<file path="config.mk">
export PLATFORM = sky130hd
export DESIGN_NAME = debounce_bank
export DESIGN_NICKNAME = d
export VERILOG_FILES = /design/src/rtl/debounce_pkg.sv /design/src/rtl/debounce_chan.sv /design/src/rtl/debounce_bank.sv
export SDC_FILE = /design/constraint.sdc
export NUM_CORES = 1
export LEC_CHECK = 0
export CAP_MARGIN = 25
export CORE_ASPECT_RATIO = 1.2
export CORE_MARGIN = 2
export CORE_UTILIZATION = 54
export DETAILED_ROUTE_END_ITERATION = 10
export HOLD_SLACK_MARGIN = 0.15
export PLACE_DENSITY = 0.75
export SETUP_SLACK_MARGIN = 0.3
export SLEW_MARGIN = 40
export SYNTH_ARGS = -nofsm -noshare
export SYNTH_HDL_FRONTEND = slang
export SYNTH_SLANG_ARGS = --single-unit
</file>
<file path="constraint.sdc">
create_clock -name clk -period 3.6 [get_ports clk]
set_input_delay 0.54 -clock clk [delete_from_list [all_inputs] [get_ports clk]]
set_output_delay 0.54 -clock clk [all_outputs]
set_load 0.01 [all_outputs]
</file>
<file path="src/rtl/debounce_pkg.sv">
// Shared widths, helpers and default timing constants for the debounce bank.
package debounce_pkg;

    localparam int unsigned DEF_TICK_DIV     = 1000;
    localparam int unsigned DEF_STABLE_TICKS = 16;
    localparam int unsigned DEF_HOLD_TICKS   = 500;
    localparam int unsigned DEF_RPT_TICKS    = 100;

    // Bits needed to hold values 0..max_val, never less than one.
    function automatic int unsigned cnt_width(input int unsigned max_val);
        int unsigned w;
        w = $clog2(max_val + 1);
        return (w == 0) ? 1 : w;
    endfunction

    function automatic int unsigned max2(input int unsigned a, input int unsigned b);
        return (a > b) ? a : b;
    endfunction

endpackage

</file>
<file path="src/rtl/debounce_chan.sv">
// One debounce channel: synchroniser, stability counter, debounced level,
// edge pulses and optional press-and-hold auto-repeat.
module debounce_chan
    import debounce_pkg::*;
#(
    parameter int unsigned STABLE_TICKS = DEF_STABLE_TICKS,
    parameter bit          ACTIVE_LOW   = 1'b0,
    parameter bit          REPEAT_EN    = 1'b0,
    parameter int unsigned HOLD_TICKS   = DEF_HOLD_TICKS,
    parameter int unsigned RPT_TICKS    = DEF_RPT_TICKS
) (
    input  logic clk,
    input  logic rst,
    input  logic tick_i,
    input  logic btn_i,
    output logic state_o,
    output logic press_o,
    output logic release_o,
    output logic repeat_o
);

    localparam int unsigned SW        = cnt_width(STABLE_TICKS);
    localparam int unsigned HW        = cnt_width(max2(HOLD_TICKS, RPT_TICKS));
    localparam bit          USE_PHASE = (RPT_TICKS > HOLD_TICKS);
    localparam logic [SW-1:0] S_LAST   = SW'(STABLE_TICKS - 1);
    localparam logic [HW-1:0] H_LAST   = HW'(HOLD_TICKS - 1);
    localparam logic [HW-1:0] R_LAST   = HW'(RPT_TICKS - 1);
    // Preloading HOLD-RPT makes every later period RPT ticks long; a phase flag
    // does the same job when RPT exceeds HOLD and the preload would go negative.
    localparam logic [HW-1:0] H_RELOAD = USE_PHASE ? HW'(0) : HW'(HOLD_TICKS - RPT_TICKS);

    logic          s0_q, s1_q;
    logic          state_q, state_d;
    logic          press_q, press_d;
    logic          rel_q, rel_d;
    logic          rep_q, rep_d;
    logic          phase_q, phase_d;
    logic [SW-1:0] scnt_q, scnt_d;
    logic [HW-1:0] hcnt_q, hcnt_d;
    logic          lvl;
    logic          flip;

    assign lvl = ACTIVE_LOW ? ~s1_q : s1_q;

    // Stability counting, edge pulses and repeat scheduling.
    always_comb begin
        state_d = state_q;
        scnt_d  = scnt_q;
        press_d = 1'b0;
        rel_d   = 1'b0;
        rep_d   = 1'b0;
        hcnt_d  = hcnt_q;
        phase_d = phase_q;
        flip    = 1'b0;

        if (lvl == state_q) begin
            scnt_d = '0;
        end else if (tick_i) begin
            if (scnt_q == S_LAST) begin
                flip    = 1'b1;
                state_d = lvl;
                scnt_d  = '0;
                press_d = lvl;
                rel_d   = ~lvl;
            end else begin
                scnt_d = scnt_q + SW'(1);
            end
        end

        if (!REPEAT_EN || !state_q || press_q || flip) begin
            hcnt_d  = '0;
            phase_d = 1'b0;
        end else if (tick_i) begin
            if (hcnt_q == (phase_q ? R_LAST : H_LAST)) begin
                rep_d   = 1'b1;
                hcnt_d  = H_RELOAD;
                phase_d = USE_PHASE;
            end else begin
                hcnt_d = hcnt_q + HW'(1);
            end
        end
    end

    always_ff @(posedge clk) begin
        if (rst) begin
            s0_q    <= ACTIVE_LOW;
            s1_q    <= ACTIVE_LOW;
            state_q <= 1'b0;
            press_q <= 1'b0;
            rel_q   <= 1'b0;
            rep_q   <= 1'b0;
            phase_q <= 1'b0;
            scnt_q  <= '0;
            hcnt_q  <= '0;
        end else begin
            s0_q    <= btn_i;
            s1_q    <= s0_q;
            state_q <= state_d;
            press_q <= press_d;
            rel_q   <= rel_d;
            rep_q   <= rep_d;
            phase_q <= phase_d;
            scnt_q  <= scnt_d;
            hcnt_q  <= hcnt_d;
        end
    end

    assign state_o   = state_q;
    assign press_o   = press_q;
    assign release_o = rel_q;
    assign repeat_o  = rep_q;

endmodule

</file>
<file path="src/rtl/debounce_bank.sv">
// N-channel button debouncer with a shared tick prescaler.
module debounce_bank
    import debounce_pkg::*;
#(
    parameter int unsigned N            = 4,
    parameter int unsigned TICK_DIV     = DEF_TICK_DIV,
    parameter int unsigned STABLE_TICKS = DEF_STABLE_TICKS,
    parameter bit          ACTIVE_LOW   = 1'b0,
    parameter bit          REPEAT_EN    = 1'b0,
    parameter int unsigned HOLD_TICKS   = DEF_HOLD_TICKS,
    parameter int unsigned RPT_TICKS    = DEF_RPT_TICKS
) (
    input  logic         clk,
    input  logic         rst,
    input  logic [N-1:0] btn_in,
    output logic [N-1:0] btn_state,
    output logic [N-1:0] btn_press,
    output logic [N-1:0] btn_release,
    output logic [N-1:0] btn_repeat,
    output logic         any_press
);

    localparam int unsigned PW = cnt_width(TICK_DIV - 1);
    localparam logic [PW-1:0] P_LAST = PW'(TICK_DIV - 1);

    logic [PW-1:0] pcnt_q, pcnt_d;
    logic          tick_c;

    // Shared prescaler: one tick every TICK_DIV cycles.
    assign tick_c = (pcnt_q == P_LAST);
    assign pcnt_d = tick_c ? '0 : pcnt_q + PW'(1);

    always_ff @(posedge clk) begin
        if (rst) begin
            pcnt_q <= '0;
        end else begin
            pcnt_q <= pcnt_d;
        end
    end

    for (genvar g = 0; g < int'(N); g++) begin : g_chan
        debounce_chan #(
            .STABLE_TICKS (STABLE_TICKS),
            .ACTIVE_LOW   (ACTIVE_LOW),
            .REPEAT_EN    (REPEAT_EN),
            .HOLD_TICKS   (HOLD_TICKS),
            .RPT_TICKS    (RPT_TICKS)
        ) u_chan (
            .clk       (clk),
            .rst       (rst),
            .tick_i    (tick_c),
            .btn_i     (btn_in[g]),
            .state_o   (btn_state[g]),
            .press_o   (btn_press[g]),
            .release_o (btn_release[g]),
            .repeat_o  (btn_repeat[g])
        );
    end

    assign any_press = |btn_press;

endmodule

</file>
==> flow_summary.yaml, run 1 <==
power_and_ir_drop:
  p_total_mw: 0.919
  cellPowerDensity_nw_per_um2: 395
  p_leak_nw: 0.834
  ir_worst_vdd_mv: 0.283
worst_setup_path:
  crit_type: "register to output pin"
  critPathMaxStageDelay_ps: 500
  cp-start-kind: "register"
  worst_ep_required_time_ps: 3060
  path_max_fanout: 2
  cp_num_buf_inv: 1
  crit_chain: "or4_1 > clkdlybuf4s50_1"
  crit_family: "simple AND/OR/NAND/NOR gates"
  crit_path_top_delay_cell: "or4_1"
  cp.arrival_ps: 1600
  cp-end-kind: "output pin"
die:
  die-area_um2: 4530
  start_util_pct: 55.7
  die_h_um: 73.3
  coreArea_um2: 3880
  boundaryPins: 23
  die_w_um: 61.8
  std_cell_rows: 25
timing:
  finClkSkew_ps: 9.81
  finalSetupTns_ps: 0
  period_needed_ps: 2140
  fmax_mhz: 468
  holdWs_ps: 439
  relSlewSlack_pct: 65.7
  worst_slew_pin_slew_ps: 514
  slew_viol_final: 0
  hold_viol: 0
  setup_viol: 0
  period_share_pct: 59.4
  grt_setup_unrepaired: "no"
placement:
  port_buffers: 18
  gp_congestion: 0.809
  dp_hpwl_um: 2500
clocking:
  post_cts_buffers: 0
  cts_tree: "built"
  cts_root_buf: "clkbuf_8"
  clkLatencyLatePin_ps: 300
  cts_resized: 0
  cts_sinks: 50
  cts_buffer_depth: 2
  clkTransAtPathRegs_ps: 90
  cts_buffers: 5
  htreeDepth: 2
  cts.hold.buffers_added: 0
grt:
  grt_max_degree: 31
  antenna_found_initial: 0
  grt_first_pass_wirelength_um: 6170
  gr-usage-all-layers_pct: 18.5
  overflow: 0
  grt_pass1_vias: 1406
outcome:
  status: "finished clean"
synth:
  synth_enable_flop_cells: 0
  synthCells: 231
  syn_area_um2: 2160
  async_flop_share_pct: 0
  synth_seq_cells: 50
  synth_cell_types: 37
  synth-main-ff-cell: "dfxtp_1"
  yosysSeqAreaShare_pct: 46.3
  postSynthAreaPerCell_um2: 9.36
  yosys_warnings: 0
drt:
  drt-pass1-iter-count: 4
  wire_per_inst_um: 13.1
  vias: 1583
  postRouteAntennaNets: 0
  viasPerCell: 5.50
  wl_um: 3780
  drc: 0
  drt_iter0_drc: 73
final_layout:
  syn_to_final_growth_pct: 7.52
  n_antenna_cell: 0
  fill_cells: 369
  fin_nets: 244
  drive_above_1_share_pct: 4.70
  regArea_um2: 1000
  multi_input_area_um2: 986
  final_core_util_pct: 59.9
flow_run:
  cap_violations: 0
min_path:
  hold_class: "register to register"
metal layers:
metal  vias to the layer above  routed length [um]  track usage [%]
met5                         -                   0                0
met4                         0                  50             7.80
met3                         4                 134             5.46
met2                        29                1910             31.9
met1                       754                1680             20.6
li1                        796                   -                -
power by group:
part	switching, mW	internal (mW)
combinational	0.0131	0.0115
sequential	0.00481	0.560
clock	0.175	0.155
layout by cell type, fill, tap and decap left out, types with 3 or more instances in the layout:
cell type / instances
a21oi_1: 17
xor2_1: 11
o21ai_0: 6
nor2_1: 12
nor3_1: 8
dfxtp_1: 50
conb_1: 4
clkdlybuf4s50_1: 17
nand2_1: 15
xnor2_1: 4
and4_1: 3
nand3_1: 16
ha_1: 5
nor3b_1: 3
clkbuf_8: 6
nand2b_1: 4
o211a_1: 3
nand4_1: 7
nor2b_1: 13
or3_1: 8
final cells by class:
type / instances / area share, %
multi-input cells: 157 / 42.4
inverters: 1 / 0.161
clock buffers: 7 / 3.71
flip-flops and latches: 50 / 43.1
repair buffers: 18 / 7.53
well taps: 54 / 2.91
clock inverters: 1 / 0.215
worst register-to-register path, delay by kind of cell, from the launching register on:
kind | cells | cell delay (ps)
flops | 1 | 360
simple gates | 3 | 1310
fa+ha+maj | 1 | 240
compound gates | 1 | 140
worst paths after layout:
| kind | startpoint | endpoint | slack, ps | cells past startpoint |
|---|---|---|---|---|
| hold reg to reg | g_chan[2].u_chan.s0_q$_SDFF_PP0_ | g_chan[2].u_chan.lvl$_SDFF_PP0_ | 440 | 1 |
| setup / recovery | g_chan[1].u_chan.press_o$_SDFF_PP0_ | any_press | 1460 | 2 |
| setup reg to reg | pcnt_q[0]$_SDFF_PP0_ | g_chan[0].u_chan.scnt_q[3]$_SDFFE_PP0N_ | 1510 | 5 |
| hold / removal | g_chan[2].u_chan.s0_q$_SDFF_PP0_ | g_chan[2].u_chan.lvl$_SDFF_PP0_ | 440 | 1 |
sequential cells by signal, indices dropped and copies added (netlist names):
register,count
pcnt_q,10
g_chan.u_chan.lvl,4
g_chan.u_chan.release_o,4
g_chan.u_chan.press_o,4
g_chan.u_chan.s0_q,4
g_chan.u_chan.scnt_q,20
g_chan.u_chan.state_o,4
cells in the mapped netlist, drive strengths merged, types with 2 or more instances:
cell | number | area [um^2]
xor2 | 11 | 96.3
or3 | 8 | 50.1
nand3b | 2 | 15.0
o211a | 3 | 30.0
nand4 | 7 | 43.8
nor4 | 2 | 12.5
and4 | 4 | 37.5
and4b | 2 | 20.0
a21oi | 17 | 85.1
nor3b | 3 | 22.5
nand2b | 4 | 25.0
and3 | 2 | 17.5
ha | 5 | 62.6
and2 | 2 | 12.5
nor2b | 13 | 81.3
clkbuf | 5 | 20.0
nand3 | 17 | 97.6
o21ai | 6 | 30.0
nand4b | 2 | 17.5
dfxtp | 50 | 1000
nor3 | 8 | 40.0
buf | 21 | 163
xnor2 | 4 | 35.0
nor2 | 12 | 45.0
nand2 | 15 | 56.3
per-stage QoR:
| step | cell area [um^2] | worst slack, ps | cells |
|---|---|---|---|
| floorplan | 2170 | 2070 | 234 |
| global placement | 2240 | 1370 | 280 |
| detailed placement | 2230 | 1490 | 280 |
| CTS | 2320 | 1450 | 288 |
| global route | 2320 | 1350 | 288 |
| finish | 2320 | 1460 | 288 |
cells by family after synthesis:
logic type      share of synthesized area, %
other cells                            0.173
xor+xnor                                6.08
compound gates                          7.12
flops                                   46.3
fa+ha+maj                               2.89
simple gates                            28.8
buf+inv                                 8.62
Note: power is estimated with default switching activity, not from simulation.
==> run 2, diff against run 1 <==
==> constraint.sdc (replaced) <==
create_clock -name clk -period 2.2 [get_ports clk]
set_input_delay 0.33 -clock clk [delete_from_list [all_inputs] [get_ports clk]]
set_output_delay 0.33 -clock clk [all_outputs]
set_load 0.01 [all_outputs]
==> run 2 against run 1 <==
  * Register-to-register slack got worse by 1100 ps
  * Cell count increased by 1.0%
  * Total power increased by 72%
  * Setup slack got worse by 1000 ps
  * Combinational power increased by 73%
  * Worst hold slack got worse by 3.0 ps
  * Wire length decreased by 2.7%
  * Flip-flop and latch count unchanged
  * Die area unchanged
  * Clock power increased by 87%
  * Core utilization increased by 1.1 points
  * Largest cell class unchanged
  * Largest power group unchanged
  * Highest routed layer unchanged
==> flow_summary.yaml, run 2 (same netlist as run 1, synthesis figures left out) <==
placement:
  gp_congestion: 0.784
  dp_hpwl_um: 2470
  dpl_cell_area_um2: 2260
  dp.cells: 283
  post-place-ws_ps: 416
  port_buffers: 18
worst_setup_path:
  cp.arrival_ps: 1950
  worst_ep_required_time_ps: 2410
  cp.depth: 6
  r2r_start: "pcnt_q[0]$_SDFF_PP0_"
  crit_start: "pcnt_q[0]$_SDFF_PP0_"
  reg2reg_depth: 6
  r2r_end: "g_chan[3].u_chan.state_o$_SDFFE_PP0P_"
  crit_type: "register to register"
  crit_path_top_delay_cell: "dfxtp_1"
  crit_chain: "ha_1 > and4bb_1 > buf_4 > and3_1 > nand3_1 > a21oi_1"
  crit_family: "simple AND/OR/NAND/NOR gates"
  cp-start-kind: "register"
  cp-end-kind: "register"
  regToRegSetupSlack_ps: 460
  path_max_fanout: 10
  critPathMaxStageDelay_ps: 350
  cp_num_buf_inv: 1
final_layout:
  multi_input_area_um2: 986
  final_core_util_pct: 61.0
  drive_above_1_share_pct: 5.06
  largest_register_ffs: 20
  final_common_cell: "dfxtp_1"
  fin_area_um2: 2370
  syn_to_final_growth_pct: 9.43
  largestRegisters: "g_chan.u_chan.scnt_q x20, pcnt_q x10"
  fill_cells: 370
  regMostFlops: "g_chan.u_chan.scnt_q"
  final_cell_mix: "dfxtp_1, a21oi_1, clkdlybuf4s50_1"
  regArea_um2: 1000
  fin_nets: 247
  instances_no_fill: 291
  n_antenna_cell: 0
grt:
  antenna_found_initial: 0
  overflow: 0
  grt_pass1_vias: 1371
  gr-usage-all-layers_pct: 18.2
  grt_first_pass_wirelength_um: 6120
  grt_max_degree: 26
power_and_ir_drop:
  switching_share_pct: 19.3
  combPwrFrac_pct: 2.7
  p_seq_share_pct: 58.4
  p_sw_mw: 0.305
  p_clk_share_pct: 39.0
  p_leak_nw: 0.859
  power.internal_mw: 1.28
  cellPowerDensity_nw_per_um2: 669
  ir_worst_vdd_mv: 0.660
drt:
  drt_iter0_drc: 86
  met3_length_um: 137
  drt-pass1-iter-count: 4
  vias: 1560
  viasPerCell: 5.36
  drt-met1-wl_um: 1670
  wire_per_inst_um: 12.6
  wl_um: 3680
  postRouteAntennaNets: 0
  wl_met2_um: 1800
  routed.top_layer: "met4"
  drc: 0
clocking:
  cts_root_buf: "clkbuf_8"
  htreeDepth: 2
  cts_buffer_depth: 2
  cts_buffers: 5
  cts_sinks: 50
  cts.hold.buffers_added: 0
  cts_tree: "built"
  clkTransAtPathRegs_ps: 90
  clkLatencyLatePin_ps: 290
timing:
  setup_viol: 0
  relSlewSlack_pct: 57.2
  period_needed_ps: 1740
  fmax_mhz: 574
  slew_viol_final: 0
  finalSetupTns_ps: 0
  hold_viol: 0
  finClkSkew_ps: 8.88
  period_share_pct: 79.2
  setup_ws_ps: 457
  grt_setup_unrepaired: "no"
  worst_slew_pin_slew_ps: 640
die:
  die-area_um2: 4530
  coreArea_um2: 3880
  std_cell_rows: 25
  start_util_pct: 55.7
  die_w_um: 61.8
  boundaryPins: 23
  die_h_um: 73.3
min_path:
  min_from: "g_chan[2].u_chan.s0_q$_SDFF_PP0_"
  hold_depth: 1
  hold_class: "register to register"
  min_to: "g_chan[2].u_chan.lvl$_SDFF_PP0_"
flow_run:
  cap_violations: 0
outcome:
  status: "finished clean"
## run 2: cell count changes in the layout (fill, tap and decap cells not counted), sizes merged
cell / delta
buf: +2
clkinv: -1
dlygate4sd2: +1
bufinv: +1
## run 2: worst max path at each step
| stage | end | slack [ps] |
|---|---|---|
| after CTS | g_chan[3].u_chan.state_o$_SDFFE_PP0P_ | 460 |
| final | g_chan[3].u_chan.state_o$_SDFFE_PP0P_ | 460 |
| after floorplan | g_chan[1].u_chan.scnt_q[0]$_SDFFE_PP0N_ | 670 |
| after global placement | g_chan[2].u_chan.release_o$_SDFF_PP0_ | 460 |
| after global routing | g_chan[3].u_chan.scnt_q[3]$_SDFFE_PP0N_ | 300 |
| after detailed placement | g_chan[2].u_chan.release_o$_SDFF_PP0_ | 420 |
## run 2: power by group through the flow
stage                     clock network [mW]  registers (mW)  logic [mW]
after floorplan                            0           0.943      0.0332
after global placement                     0           0.944      0.0416
after detailed placement                   0           0.945      0.0421
after CTS                              0.635           0.923      0.0423
after global routing                   0.661           0.925      0.0474
final                                  0.616           0.923      0.0423
## run 2: metal layers
metal  vias to the layer above  GRT usage, %
met5                         -             0
met4                         0          7.80
met3                         6          3.70
met2                        30          30.2
met1                       726          22.4
li1                        798             -
## run 2: cell type report
type / count / area share [%]
sequential: 50 / 42.3
tap: 54 / 2.86
clock inverter: 1 / 1.27
multi-input combinational: 157 / 41.7
timing repair buffer: 21 / 8.51
inverter: 1 / 0.159
clock buffer: 7 / 3.23
## run 2: repair_timing
action                                  CTS  global route
resized for setup                         1             0
buffers inserted                          0             0
endpoints found under the setup margin    1             0
## run 2: stage by stage
| step | total power [mW] | hold WS (ps) |
|---|---|---|
| floorplan | 0.976 | 411 |
| global placement | 0.986 | 422 |
| detailed placement | 0.987 | 422 |
| CTS | 1.60 | 442 |
| global route | 1.63 | 458 |
| finish | 1.58 | 437 |
==> run 3, diff against run 2 <==
==> constraint.sdc (replaced) <==
create_clock -name clk -period 1.8 [get_ports clk]
set_input_delay 0.27 -clock clk [delete_from_list [all_inputs] [get_ports clk]]
set_output_delay 0.27 -clock clk [all_outputs]
set_load 0.01 [all_outputs]
==> run 3 against run 2 <==
  * Total power rose by 36%
  * Via count rose by 10%
  * Sequential power rose by 22%
  * Setup slack got worse by 230 ps
  * Critical path depth did not move
  * Clock power rose by 55%
  * Critical path type unchanged
==> flow_summary.yaml, run 3 (same netlist as run 1, synthesis figures left out) <==
final_layout:
  instances_no_fill: 307
  syn_to_final_growth_pct: 23.3
  largestRegisters: "g_chan.u_chan.scnt_q x20, pcnt_q x10"
  final_common_cell: "dfxtp_1"
  final_cell_mix: "dfxtp_1, nand2_1, nand3_1"
  largest_register_ffs: 20
  drive_above_1_share_pct: 20.2
  fin_nets: 263
  n_antenna_cell: 0
  regMostFlops: "g_chan.u_chan.scnt_q"
  fill_cells: 318
  final_core_util_pct: 68.7
timing:
  finClkSkew_ps: 11.1
  fmax_mhz: 637
  grt_setup_unrepaired: "yes"
  hold_viol: 0
  relSlewSlack_pct: 62.7
  worst_slew_pin_slew_ps: 558
  finalSetupTns_ps: 0
  period_needed_ps: 1570
  period_share_pct: 87.2
  slew_viol_final: 0
  setup_viol: 0
worst_setup_path:
  critPathMaxStageDelay_ps: 360
  reg2reg_depth: 6
  r2r_end: "g_chan[1].u_chan.release_o$_SDFF_PP0_"
  cp-end-kind: "register"
  cp_num_buf_inv: 2
  crit_family: "simple AND/OR/NAND/NOR gates"
  crit_chain: "ha_4 > and4bb_4 > buf_6 > buf_4 > nand3_2 > nor4_2"
  path_max_fanout: 6
  cp.arrival_ps: 1780
  crit_type: "register to register"
  crit_path_top_delay_cell: "dfxtp_2"
  regToRegSetupSlack_ps: 230
  cp-start-kind: "register"
  r2r_start: "pcnt_q[0]$_SDFF_PP0_"
  worst_ep_required_time_ps: 2010
outcome:
  status: "finished clean"
grt:
  grt_pass1_vias: 1474
  overflow: 0
  gr-usage-all-layers_pct: 19.8
  grt_first_pass_wirelength_um: 6590
  grt_max_degree: 31
  antenna_found_initial: 0
drt:
  drc: 0
  postRouteAntennaNets: 0
  drt_iter0_drc: 82
  wl_um: 4540
  wire_per_inst_um: 14.8
  vias: 1723
  viasPerCell: 5.61
  drt-pass1-iter-count: 5
die:
  coreArea_um2: 3880
  die-area_um2: 4530
  boundaryPins: 23
  die_h_um: 73.3
  start_util_pct: 55.7
  die_w_um: 61.8
  std_cell_rows: 25
clocking:
  cts_sinks: 50
  clkLatencyLatePin_ps: 310
  cts_buffer_depth: 2
  cts_root_buf: "clkbuf_8"
  cts_buffers: 5
  htreeDepth: 2
  clkTransAtPathRegs_ps: 80
  cts_tree: "built"
min_path:
  min_from: "g_chan[0].u_chan.scnt_q[4]$_SDFFE_PP0N_"
  hold_class: "register to register"
  min_to: "g_chan[0].u_chan.scnt_q[4]$_SDFFE_PP0N_"
  hold_depth: 2
power_and_ir_drop:
  ir_worst_vdd_mv: 0.524
  p_leak_nw: 1.03
  cellPowerDensity_nw_per_um2: 809
flow_run:
  cap_violations: 0
placement:
  dp_hpwl_um: 2620
  port_buffers: 18
  gp_congestion: 0.841
  dp.cells: 285
[run 3: cell count changes in the layout (fill, tap and decap cells not counted), moves of 3 or more]
cell             before  now
a21oi_2               0    3
clkdlybuf4s50_1      17   12
buf_6                 0    3
buf_4                 3   11
dfxtp_1              50   45
dlymetal6s2s_1        0    3
dfxtp_2               0    5
a21oi_1              17   14
[run 3: per-layer routing]
layer  vias up  track usage, %  share of wire, %
met5         -               0                 0
met4         0            7.80               2.4
met3        11            5.11               3.8
met2        39            34.3                52
met1       830            22.5                41
li1        843               -                 -
[run 3: repair_timing]
| action | CTS | global route |
|---|---|---|
| resized for setup | 12 | 23 |
| cloned | 2 | 1 |
| endpoints found under the setup margin | 26 | 35 |
| buffers inserted | 5 | 6 |
| pin swaps | 5 | 18 |
| hold buffers | 0 | 0 |
[run 3: how the worst max path moves through the flow]
stage	from	to	depth (start not counted)
3_3_place_gp	pcnt_q[1]$_SDFF_PP0_	g_chan[2].u_chan.scnt_q[0]$_SDFFE_PP0N_	5
4_1_cts	g_chan[1].u_chan.press_o$_SDFF_PP0_	any_press	2
3_5_place_dp	pcnt_q[1]$_SDFF_PP0_	g_chan[1].u_chan.scnt_q[0]$_SDFFE_PP0N_	5
2_1_floorplan	pcnt_q[1]$_SDFF_PP0_	g_chan[1].u_chan.scnt_q[0]$_SDFFE_PP0N_	6
5_1_grt	pcnt_q[0]$_SDFF_PP0_	g_chan[1].u_chan.release_o$_SDFF_PP0_	6
6_report	pcnt_q[0]$_SDFF_PP0_	g_chan[1].u_chan.release_o$_SDFF_PP0_	6
[run 3: where the power goes]
| group | leakage [nW] | total [mW] | switching (mW) | internal, mW |
|---|---|---|---|---|
| clock network | 0.0714 | 0.956 | 0.364 | 0.592 |
| logic | 0.548 | 0.0695 | 0.0311 | 0.0384 |
| registers | 0.407 | 1.13 | 0.0117 | 1.12 |
| total | 1.03 | 2.16 | 0.406 | 1.75 |
[run 3: worst min-delay path: cells and delay by family, from the launching register on]
family          cells  cell delay, ps
flops               1             310
simple gates        1              50
compound gates      1              40
[run 3: through the flow]
| stage | setup slack [ps] | area, um^2 | hold slack, ps | power [mW] |
|---|---|---|---|---|
| 2_1_floorplan | 321 | 2190 | 398 | 1.20 |
| 3_3_place_gp | 160 | 2300 | 418 | 1.21 |
| 3_5_place_dp | 86.8 | 2300 | 430 | 1.22 |
| 4_1_cts | 255 | 2530 | 443 | 2.16 |
| 5_1_grt | 166 | 2670 | 466 | 2.22 |
| 6_report | 231 | 2670 | 443 | 2.16 |
[run 3: layout make-up]
type                            instances  area (um^2)  share of cell area [%]
Inverter                                1         3.75                   0.141
Multi-Input combinational cell        160         1110                    41.6
Sequential cell                        50         1010                    37.8
Clock inverter                          2         60.1                    2.25
Clock buffer                            6         82.6                    3.10
Tap cell                               54         67.6                    2.53
Timing Repair Buffer                   34          337                    12.6
